$ cat config.mk
export PLATFORM = sky130hd
export DESIGN_NAME = eth_frame_filter_flat
export DESIGN_NICKNAME = d
export VERILOG_FILES = /design/src/rtl/eth_parser_pkg.sv /design/src/rtl/eth_frame_filter_if.sv /design/src/rtl/eth_hold_fifo.sv /design/src/rtl/eth_frame_filter.sv /design/src/flat_wrapper.sv
export SDC_FILE = /design/constraint.sdc
export NUM_CORES = 1
export LEC_CHECK = 0
export ABC_AREA = 1
export CORE_MARGIN = 1.5
export CORE_UTILIZATION = 52
export DETAILED_ROUTE_END_ITERATION = 8
export PLACE_DENSITY = 0.8
export SYNTH_ARGS = -nofsm -noshare
export SYNTH_HDL_FRONTEND = slang
export SYNTH_SLANG_ARGS = --single-unit
$ cat constraint.sdc
create_clock -name clk -period 5.25 [get_ports clk]
set_input_delay 0.7875 -clock clk [delete_from_list [all_inputs] [get_ports clk]]
set_output_delay 0.7875 -clock clk [all_outputs]
set_load 0.1 [all_outputs]
$ cat src/rtl/eth_parser_pkg.sv
// Shared ethernet types and constants used by the frame filter and its neighbours.
package eth_parser_pkg;

  typedef logic [47:0] mac_addr_t;

  typedef struct packed {
    mac_addr_t dest_mac;
    logic      is_ipv4;
    logic      is_ipv6;
    logic      is_arp;
    logic      is_unknown;
  } eth_metadata_t;

  localparam mac_addr_t MAC_BROADCAST = 48'hFFFF_FFFF_FFFF;

  // Bit positions inside cfg_proto_en
  localparam int PROTO_EN_IPV4    = 0;
  localparam int PROTO_EN_IPV6    = 1;
  localparam int PROTO_EN_ARP     = 2;
  localparam int PROTO_EN_UNKNOWN = 3;

  // Group bit is the LSB of the first (most significant) octet
  function automatic logic mac_is_mcast(input mac_addr_t mac);
    return mac[40];
  endfunction

endpackage

$ cat src/rtl/eth_frame_filter_if.sv
// AXI-stream style beat bus used on both sides of the frame filter.
interface eth_frame_filter_if #(
  parameter int DATA_WIDTH = 64
);
  logic [DATA_WIDTH-1:0] tdata;
  logic                  tvalid;
  logic                  tlast;
  logic                  tready;

  modport master (output tdata, tvalid, tlast, input tready);
  modport slave  (input tdata, tvalid, tlast, output tready);
endinterface

$ cat src/rtl/eth_hold_fifo.sv
// First-word-fall-through FIFO holding the head of a frame until it is judged.
module eth_hold_fifo #(
  parameter int WIDTH = 65,
  parameter int DEPTH = 4
) (
  input  logic             clk,
  input  logic             rst,
  input  logic             clr,
  input  logic             push,
  input  logic             pop,
  input  logic [WIDTH-1:0] din,
  output logic [WIDTH-1:0] dout,
  output logic             full,
  output logic             empty
);
  localparam int AW = $clog2(DEPTH);

  logic [WIDTH-1:0] mem_q [DEPTH];
  logic [AW:0]      wr_ptr_q, rd_ptr_q;
  logic             do_push, do_pop;

  assign empty   = (wr_ptr_q == rd_ptr_q);
  assign full    = (wr_ptr_q[AW] != rd_ptr_q[AW]) && (wr_ptr_q[AW-1:0] == rd_ptr_q[AW-1:0]);
  assign do_push = push && !full;
  assign do_pop  = pop && !empty;
  assign dout    = mem_q[rd_ptr_q[AW-1:0]];

  // Storage write; contents need no reset since the pointers qualify them
  always_ff @(posedge clk) begin
    if (do_push) mem_q[wr_ptr_q[AW-1:0]] <= din;
  end

  // Pointer update; clear discards everything including a same-cycle push
  always_ff @(posedge clk) begin
    if (rst || clr) begin
      wr_ptr_q <= '0;
      rd_ptr_q <= '0;
    end else begin
      if (do_push) wr_ptr_q <= wr_ptr_q + {{AW{1'b0}}, 1'b1};
      if (do_pop)  rd_ptr_q <= rd_ptr_q + {{AW{1'b0}}, 1'b1};
    end
  end

endmodule

$ cat src/rtl/eth_frame_filter.sv
// Holds the head of each frame until parser metadata arrives, then forwards or drops it.
//
//   state | meaning
//   IDLE  | waiting for the first beat of a frame
//   HOLD  | buffering head beats, no decision yet
//   PASS  | frame accepted, beats stream through the FIFO
//   DROP  | frame rejected, beats discarded until tlast
//   DRAIN | whole frame received, emptying the FIFO (only if passed)
module eth_frame_filter
  import eth_parser_pkg::*;
#(
  parameter int DATA_WIDTH = 64,
  parameter int HOLD_DEPTH = 4
) (
  input  logic                clk,
  input  logic                rst,
  eth_frame_filter_if.slave   s_axis,
  input  eth_metadata_t       s_meta,
  input  logic                s_meta_valid,
  input  mac_addr_t           cfg_local_mac,
  input  logic                cfg_promisc,
  input  logic                cfg_mcast_en,
  input  logic [3:0]          cfg_proto_en,
  eth_frame_filter_if.master  m_axis,
  output logic [31:0]         stat_passed,
  output logic [31:0]         stat_dropped,
  output logic [31:0]         stat_runt
);

  typedef enum logic [2:0] {ST_IDLE, ST_HOLD, ST_PASS, ST_DROP, ST_DRAIN} state_t;

  state_t          state_q, state_d;
  logic            passed_q, passed_d;
  logic [31:0]     passed_cnt_q, dropped_cnt_q, runt_cnt_q;
  logic            fifo_push, fifo_pop, fifo_clr, fifo_full, fifo_empty;
  logic [DATA_WIDTH:0] fifo_dout;
  logic            rdy_raw, s_ready, s_acc, s_last_acc, m_valid;
  logic            mac_ok, proto_ok, pass_dec, inc_dropped, inc_runt;

  eth_hold_fifo #(.WIDTH(DATA_WIDTH + 1), .DEPTH(HOLD_DEPTH)) u_fifo (
    .clk   (clk),
    .rst   (rst),
    .clr   (fifo_clr),
    .push  (fifo_push),
    .pop   (fifo_pop),
    .din   ({s_axis.tlast, s_axis.tdata}),
    .dout  (fifo_dout),
    .full  (fifo_full),
    .empty (fifo_empty)
  );

  // Forwarding decision from the current metadata
  always_comb begin
    mac_ok = cfg_promisc || (s_meta.dest_mac == cfg_local_mac) ||
             (s_meta.dest_mac == MAC_BROADCAST) ||
             (mac_is_mcast(s_meta.dest_mac) && cfg_mcast_en);
    proto_ok = 1'b0;
    if (s_meta.is_ipv4)      proto_ok = cfg_proto_en[PROTO_EN_IPV4];
    else if (s_meta.is_ipv6) proto_ok = cfg_proto_en[PROTO_EN_IPV6];
    else if (s_meta.is_arp)  proto_ok = cfg_proto_en[PROTO_EN_ARP];
    else if (s_meta.is_unknown) proto_ok = cfg_proto_en[PROTO_EN_UNKNOWN];
  end
  assign pass_dec = mac_ok && proto_ok;

  // Ingress ready depends only on state and FIFO level, never on tvalid
  always_comb begin
    rdy_raw = 1'b0;
    unique case (state_q)
      ST_IDLE, ST_DROP: rdy_raw = 1'b1;
      ST_HOLD, ST_PASS: rdy_raw = !fifo_full;
      default:          rdy_raw = 1'b0;
    endcase
  end
  assign s_ready       = rdy_raw && !rst;
  assign s_axis.tready = s_ready;
  assign s_acc         = s_axis.tvalid && s_ready;
  assign s_last_acc    = s_acc && s_axis.tlast;

  assign m_valid       = !rst && !fifo_empty &&
                         ((state_q == ST_PASS) || ((state_q == ST_DRAIN) && passed_q));
  assign fifo_pop      = m_valid && m_axis.tready;
  assign m_axis.tvalid = m_valid;
  assign m_axis.tdata  = m_valid ? fifo_dout[DATA_WIDTH-1:0] : '0;
  assign m_axis.tlast  = m_valid && fifo_dout[DATA_WIDTH];

  // Next-state logic; a decision arriving with tlast takes priority over the runt path
  always_comb begin
    state_d     = state_q;
    passed_d    = passed_q;
    fifo_push   = 1'b0;
    fifo_clr    = 1'b0;
    inc_dropped = 1'b0;
    inc_runt    = 1'b0;
    unique case (state_q)
      ST_IDLE, ST_HOLD: begin
        fifo_push = s_acc;
        if (s_meta_valid && ((state_q == ST_HOLD) || s_acc)) begin
          passed_d = pass_dec;
          if (pass_dec) begin
            state_d = s_last_acc ? ST_DRAIN : ST_PASS;
          end else begin
            fifo_clr = 1'b1;
            if (s_last_acc) begin
              inc_dropped = 1'b1;
              state_d     = ST_IDLE;
            end else begin
              state_d = ST_DROP;
            end
          end
        end else if (s_last_acc) begin
          fifo_clr = 1'b1;
          inc_runt = 1'b1;
          state_d  = ST_IDLE;
        end else if (s_acc) begin
          state_d = ST_HOLD;
        end
      end
      ST_PASS: begin
        fifo_push = s_acc;
        if (s_last_acc) state_d = ST_DRAIN;
      end
      ST_DROP: begin
        if (s_last_acc) begin
          inc_dropped = 1'b1;
          state_d     = ST_IDLE;
        end
      end
      ST_DRAIN: begin
        if (!passed_q) begin
          fifo_clr = 1'b1;
          state_d  = ST_IDLE;
        end else if (fifo_empty) begin
          passed_d = 1'b0;
          state_d  = ST_IDLE;
        end
      end
      default: state_d = ST_IDLE;
    endcase
  end

  // State register and frame counters
  always_ff @(posedge clk) begin
    if (rst) begin
      state_q       <= ST_IDLE;
      passed_q      <= 1'b0;
      passed_cnt_q  <= '0;
      dropped_cnt_q <= '0;
      runt_cnt_q    <= '0;
    end else begin
      state_q  <= state_d;
      passed_q <= passed_d;
      if (fifo_pop && fifo_dout[DATA_WIDTH]) passed_cnt_q <= passed_cnt_q + 32'd1;
      if (inc_dropped) dropped_cnt_q <= dropped_cnt_q + 32'd1;
      if (inc_runt)    runt_cnt_q    <= runt_cnt_q + 32'd1;
    end
  end

  assign stat_passed  = passed_cnt_q;
  assign stat_dropped = dropped_cnt_q;
  assign stat_runt    = runt_cnt_q;

endmodule

$ cat src/flat_wrapper.sv
// flat-port wrapper written by rule: the top's interface ports become plain ports
module eth_frame_filter_flat import eth_parser_pkg::*;
#(
  parameter int DATA_WIDTH = 64,
  parameter int HOLD_DEPTH = 4
)
  (clk, rst, s_meta, s_meta_valid, cfg_local_mac, cfg_promisc, cfg_mcast_en, cfg_proto_en, stat_passed, stat_dropped, stat_runt, s_axis_tdata, s_axis_tvalid, s_axis_tlast, s_axis_tready, m_axis_tdata, m_axis_tvalid, m_axis_tlast, m_axis_tready);
  eth_frame_filter_if #(.DATA_WIDTH(DATA_WIDTH)) s_axis_i ();
  eth_frame_filter_if #(.DATA_WIDTH(DATA_WIDTH)) m_axis_i ();
  input  logic clk;
  input  logic rst;
  input  eth_metadata_t s_meta;
  input  logic s_meta_valid;
  input  mac_addr_t cfg_local_mac;
  input  logic cfg_promisc;
  input  logic cfg_mcast_en;
  input  logic [3:0] cfg_proto_en;
  output logic [31:0] stat_passed;
  output logic [31:0] stat_dropped;
  output logic [31:0] stat_runt;
  input wire logic [$bits(s_axis_i.tdata)-1:0] s_axis_tdata;
  input wire logic [$bits(s_axis_i.tvalid)-1:0] s_axis_tvalid;
  input wire logic [$bits(s_axis_i.tlast)-1:0] s_axis_tlast;
  output wire logic [$bits(s_axis_i.tready)-1:0] s_axis_tready;
  output wire logic [$bits(m_axis_i.tdata)-1:0] m_axis_tdata;
  output wire logic [$bits(m_axis_i.tvalid)-1:0] m_axis_tvalid;
  output wire logic [$bits(m_axis_i.tlast)-1:0] m_axis_tlast;
  input wire logic [$bits(m_axis_i.tready)-1:0] m_axis_tready;
  assign s_axis_i.tdata = s_axis_tdata;
  assign s_axis_i.tvalid = s_axis_tvalid;
  assign s_axis_i.tlast = s_axis_tlast;
  assign s_axis_tready = s_axis_i.tready;
  assign m_axis_tdata = m_axis_i.tdata;
  assign m_axis_tvalid = m_axis_i.tvalid;
  assign m_axis_tlast = m_axis_i.tlast;
  assign m_axis_i.tready = m_axis_tready;
  eth_frame_filter #(.DATA_WIDTH(DATA_WIDTH), .HOLD_DEPTH(HOLD_DEPTH)) u_core (.clk(clk), .rst(rst), .s_axis(s_axis_i), .s_meta(s_meta), .s_meta_valid(s_meta_valid), .cfg_local_mac(cfg_local_mac), .cfg_promisc(cfg_promisc), .cfg_mcast_en(cfg_mcast_en), .cfg_proto_en(cfg_proto_en), .m_axis(m_axis_i), .stat_passed(stat_passed), .stat_dropped(stat_dropped), .stat_runt(stat_runt));
endmodule
==> results.md <==
- Outcome: finished clean
- Register Area: 9970 µm²
- RSZ-0062 raised after global routing: no
- Dpl cell area: 20800 µm²
- Slowest cell delay on critical path: 910 ps
- Crit path required time: 4460 ps
- # H-tree levels: 2
- Filler cells: 2538
- Post-CTS Resized: 0
- Starting density of the core: 52.9%
- Total grt overflow: 0
- Via density per instance: 5.45
- CP Launch Type: flip-flop
- Clock power frac: 40.2%
- HP Class: reg -> reg
- WS Path Type: reg -> out
- Non-filler cells, final: 2687
- Final nets: 2397
- Total GRT Usage: 26.5%
- Syn_nets: 2081
- Post-synthesis sequential area ratio: 57.9%
- DRT Pass-1 Iters: 5
- Final Slew Violations: 0
- I/O pin count: 339
- Finished Cell Area: 22000 µm²
- Port bufs: 338
- Endpoint type of the worst setup path: output port
- First-pass GRT wire length: 71400 µm
- Fin Hold WS: 497 ps
- Crit-path cells: inv_2 -> buf_4 -> o21ai_0 -> a21oi_1 -> buf_4
- Sum Neg Setup Slack: 0 ps
- Final hold vios: 0
- Max VDD drop: 0.348 mV
- Max-cap violations: 0
- CP arrival: 3390 ps
- Async set-reset flop share out of synthesis: 0%
- Synth Flop Type: edfxtp_1
- Antenna-violating nets left: 0
- Die W: 185 µm
- CP Max Fanout: 70
- Largest net degree at the start of global routing: 76
- Cells after Synth: 1897
- Largest cells by area after synthesis: edfxtp_1 45%, dfxtp_1 13%, nor2_1 7.9%
- WL/cell: 17.3 µm
- Clk sink count: 368
- Comb pwr share: 9.6%
- Drt total wl: 46500 µm
- Worst rel slew slack: 25.5%
- Initial antenna violation count: 7
- Sw frac: 23.2%
- Endpoints failing setup: 0
- P_leak: 0.00773 µW
- Clk slew on worst S/H paths: 50 ps
- Drt drc: 0
- Root Buffer: clkbuf_16
- Syn avg cell area: 9.07 µm²
- Max clock buf depth: 3
- Post-synthesis cell type count: 43
- CTS tree: built
- Setup Buffers After CTS: 0
- Critical path's slowest cell: inv_2
- Clk_skew: 19.4 ps
- Synth area leader: edfxtp_1
- Number of global-route vias before repair: 14043
- Final period utilization: 79.5%
- Area of the multi-input gates: 6470 µm²
- Net Switching: 1500 µW
- Yosys reg bits: 368
- GP Congestion: 0.954
- Sequential power share: 50.2%
- Cells after DPL: 2614
- Actual slew at the worst max-slew pin: 1120 ps
- Utilization after layout: 67.7%
- Routed vias: 14652
- Most used cell, CP: buf_4
- Ys Warns: 0
- CTS Buf Count: 39
- Post-synth EDFFs: 260
- Clock latency at the later pin of the worst-skew pair: 520 ps
- HPWL after DPL: 31100 µm
- DR iter-0 viols: 1160
- Area growth from synthesis to layout: 28.0%
- Share of cells above drive strength 1: 7.72%
- Power per cell area: 294 nW/µm²
- Commonest non-fill, non-tap cell in the layout: nor2_1
- CTS hold repair buffers: 0
- Num rows: 66
- Synth top area share: 45.4%
- Mapped cell area: 17200 µm²
- Die Y: 185 µm
- Commonest cells after routing, fill and taps aside: 360 x nor2_1, 336 x nand2_1, 271 x clkdlybuf4s50_1, 260 x edfxtp_1, 156 x a21oi_1
- Maximum clock frequency: 240 MHz
- Core Footprint: 32500 µm²
- Int Power: 4970 µW
- Final Critical Period: 4170 ps
- Die Area: 34200 µm²
## sequential cells by signal (all words and copies together) (netlist names), named ones only
name / flops
u_core.stat_dropped: 32
u_core.u_fifo.wr_ptr_q: 3
u_core.passed_q: 1
u_core.stat_runt: 32
u_core.u_fifo.rd_ptr_q: 3
u_core.stat_passed: 32
u_core.state_q: 3
u_core.u_fifo.mem_q: 260
## power groups by stage
stage | Clock, µW | Sequential (µW) | Combinational (µW)
final | 2600 | 3240 | 623
after global routing | 2740 | 3250 | 682
after CTS | 2630 | 3240 | 625
after detailed placement | 0 | 3300 | 621
after global placement | 0 | 3300 | 605
after floorplan | 0 | 3320 | 351
## layout make-up
type	instances	area share, %
flip-flops and latches	368	45.3
multi-input cells	1327	29.4
repair buffers	352	15.1
clock buffers	53	5.00
well taps	442	2.51
inverters	125	2.14
clock inverters	15	0.534
diodes	5	0.0568
## logic make-up after synthesis
| logic type | count (synthesis) | synth area share (%) |
|---|---|---|
| mux | 1 | 0.0582 |
| fa+ha+maj | 8 | 0.582 |
| xor+xnor | 102 | 5.24 |
| compound gates | 319 | 9.38 |
| buf+inv | 202 | 4.59 |
| simple gates | 897 | 22.2 |
| flops | 368 | 57.9 |
## critical path, delay by kind of cell (launching register included)
family	cells	cell delay, ps
flip-flops	1	510
AO/OA/AOI/OAI	2	510
buffers and inverters	3	1770
## through the flow
stage          worst slack (ps)  total power, µW
6_report                   1080             6470
5_1_grt                     891             6670
4_1_cts                    1130             6500
3_5_place_dp               1610             3930
3_3_place_gp               1670             3910
2_1_floorplan               403             3670
## Yosys cell counts (3+ instances only)
| master | instances |
|---|---|
| inv_1 | 118 |
| buf_4 | 6 |
| clkbuf_1 | 52 |
| edfxtp_1 | 260 |
| nand2_1 | 336 |
| xnor2_1 | 58 |
| a21oi_1 | 156 |
| nor2_1 | 363 |
| nor2_2 | 5 |
| buf_2 | 6 |
| a211oi_1 | 3 |
| nand3_1 | 53 |
| nand2_2 | 4 |
| nand4_1 | 32 |
| dfxtp_1 | 108 |
| inv_2 | 5 |
| o21ai_0 | 153 |
| nor3_1 | 62 |
| xor2_1 | 43 |
| nor4_1 | 19 |
| ha_1 | 8 |
| buf_1 | 13 |
| nor3b_1 | 7 |
## path summary, 6_finish.rpt
check	cells past startpoint	slack [ps]	start	endpoint
worst max-delay path	5	1080	flip-flop	m_axis_tdata[38]
worst min-delay path	2	500	u_core.stat_runt[30]	u_core.stat_runt[30]
worst max register to register	10	1870	flip-flop	u_core.stat_passed[14]
worst min register to register	2	500	u_core.stat_runt[30]	u_core.stat_runt[30]
## metal layers
layer / share of wire [%] / track usage, % / vias to the layer above / wire length [µm]
li1: - / - / 7052 / -
met1: 41 / 33.3 / 6968 / 19100
met2: 49 / 46.2 / 557 / 22600
met3: 8.2 / 5.66 / 73 / 3800
met4: 2.0 / 7.32 / 2 / 918
met5: 0.028 / 0 / - / 13
(Power assumes the default switching activity.)
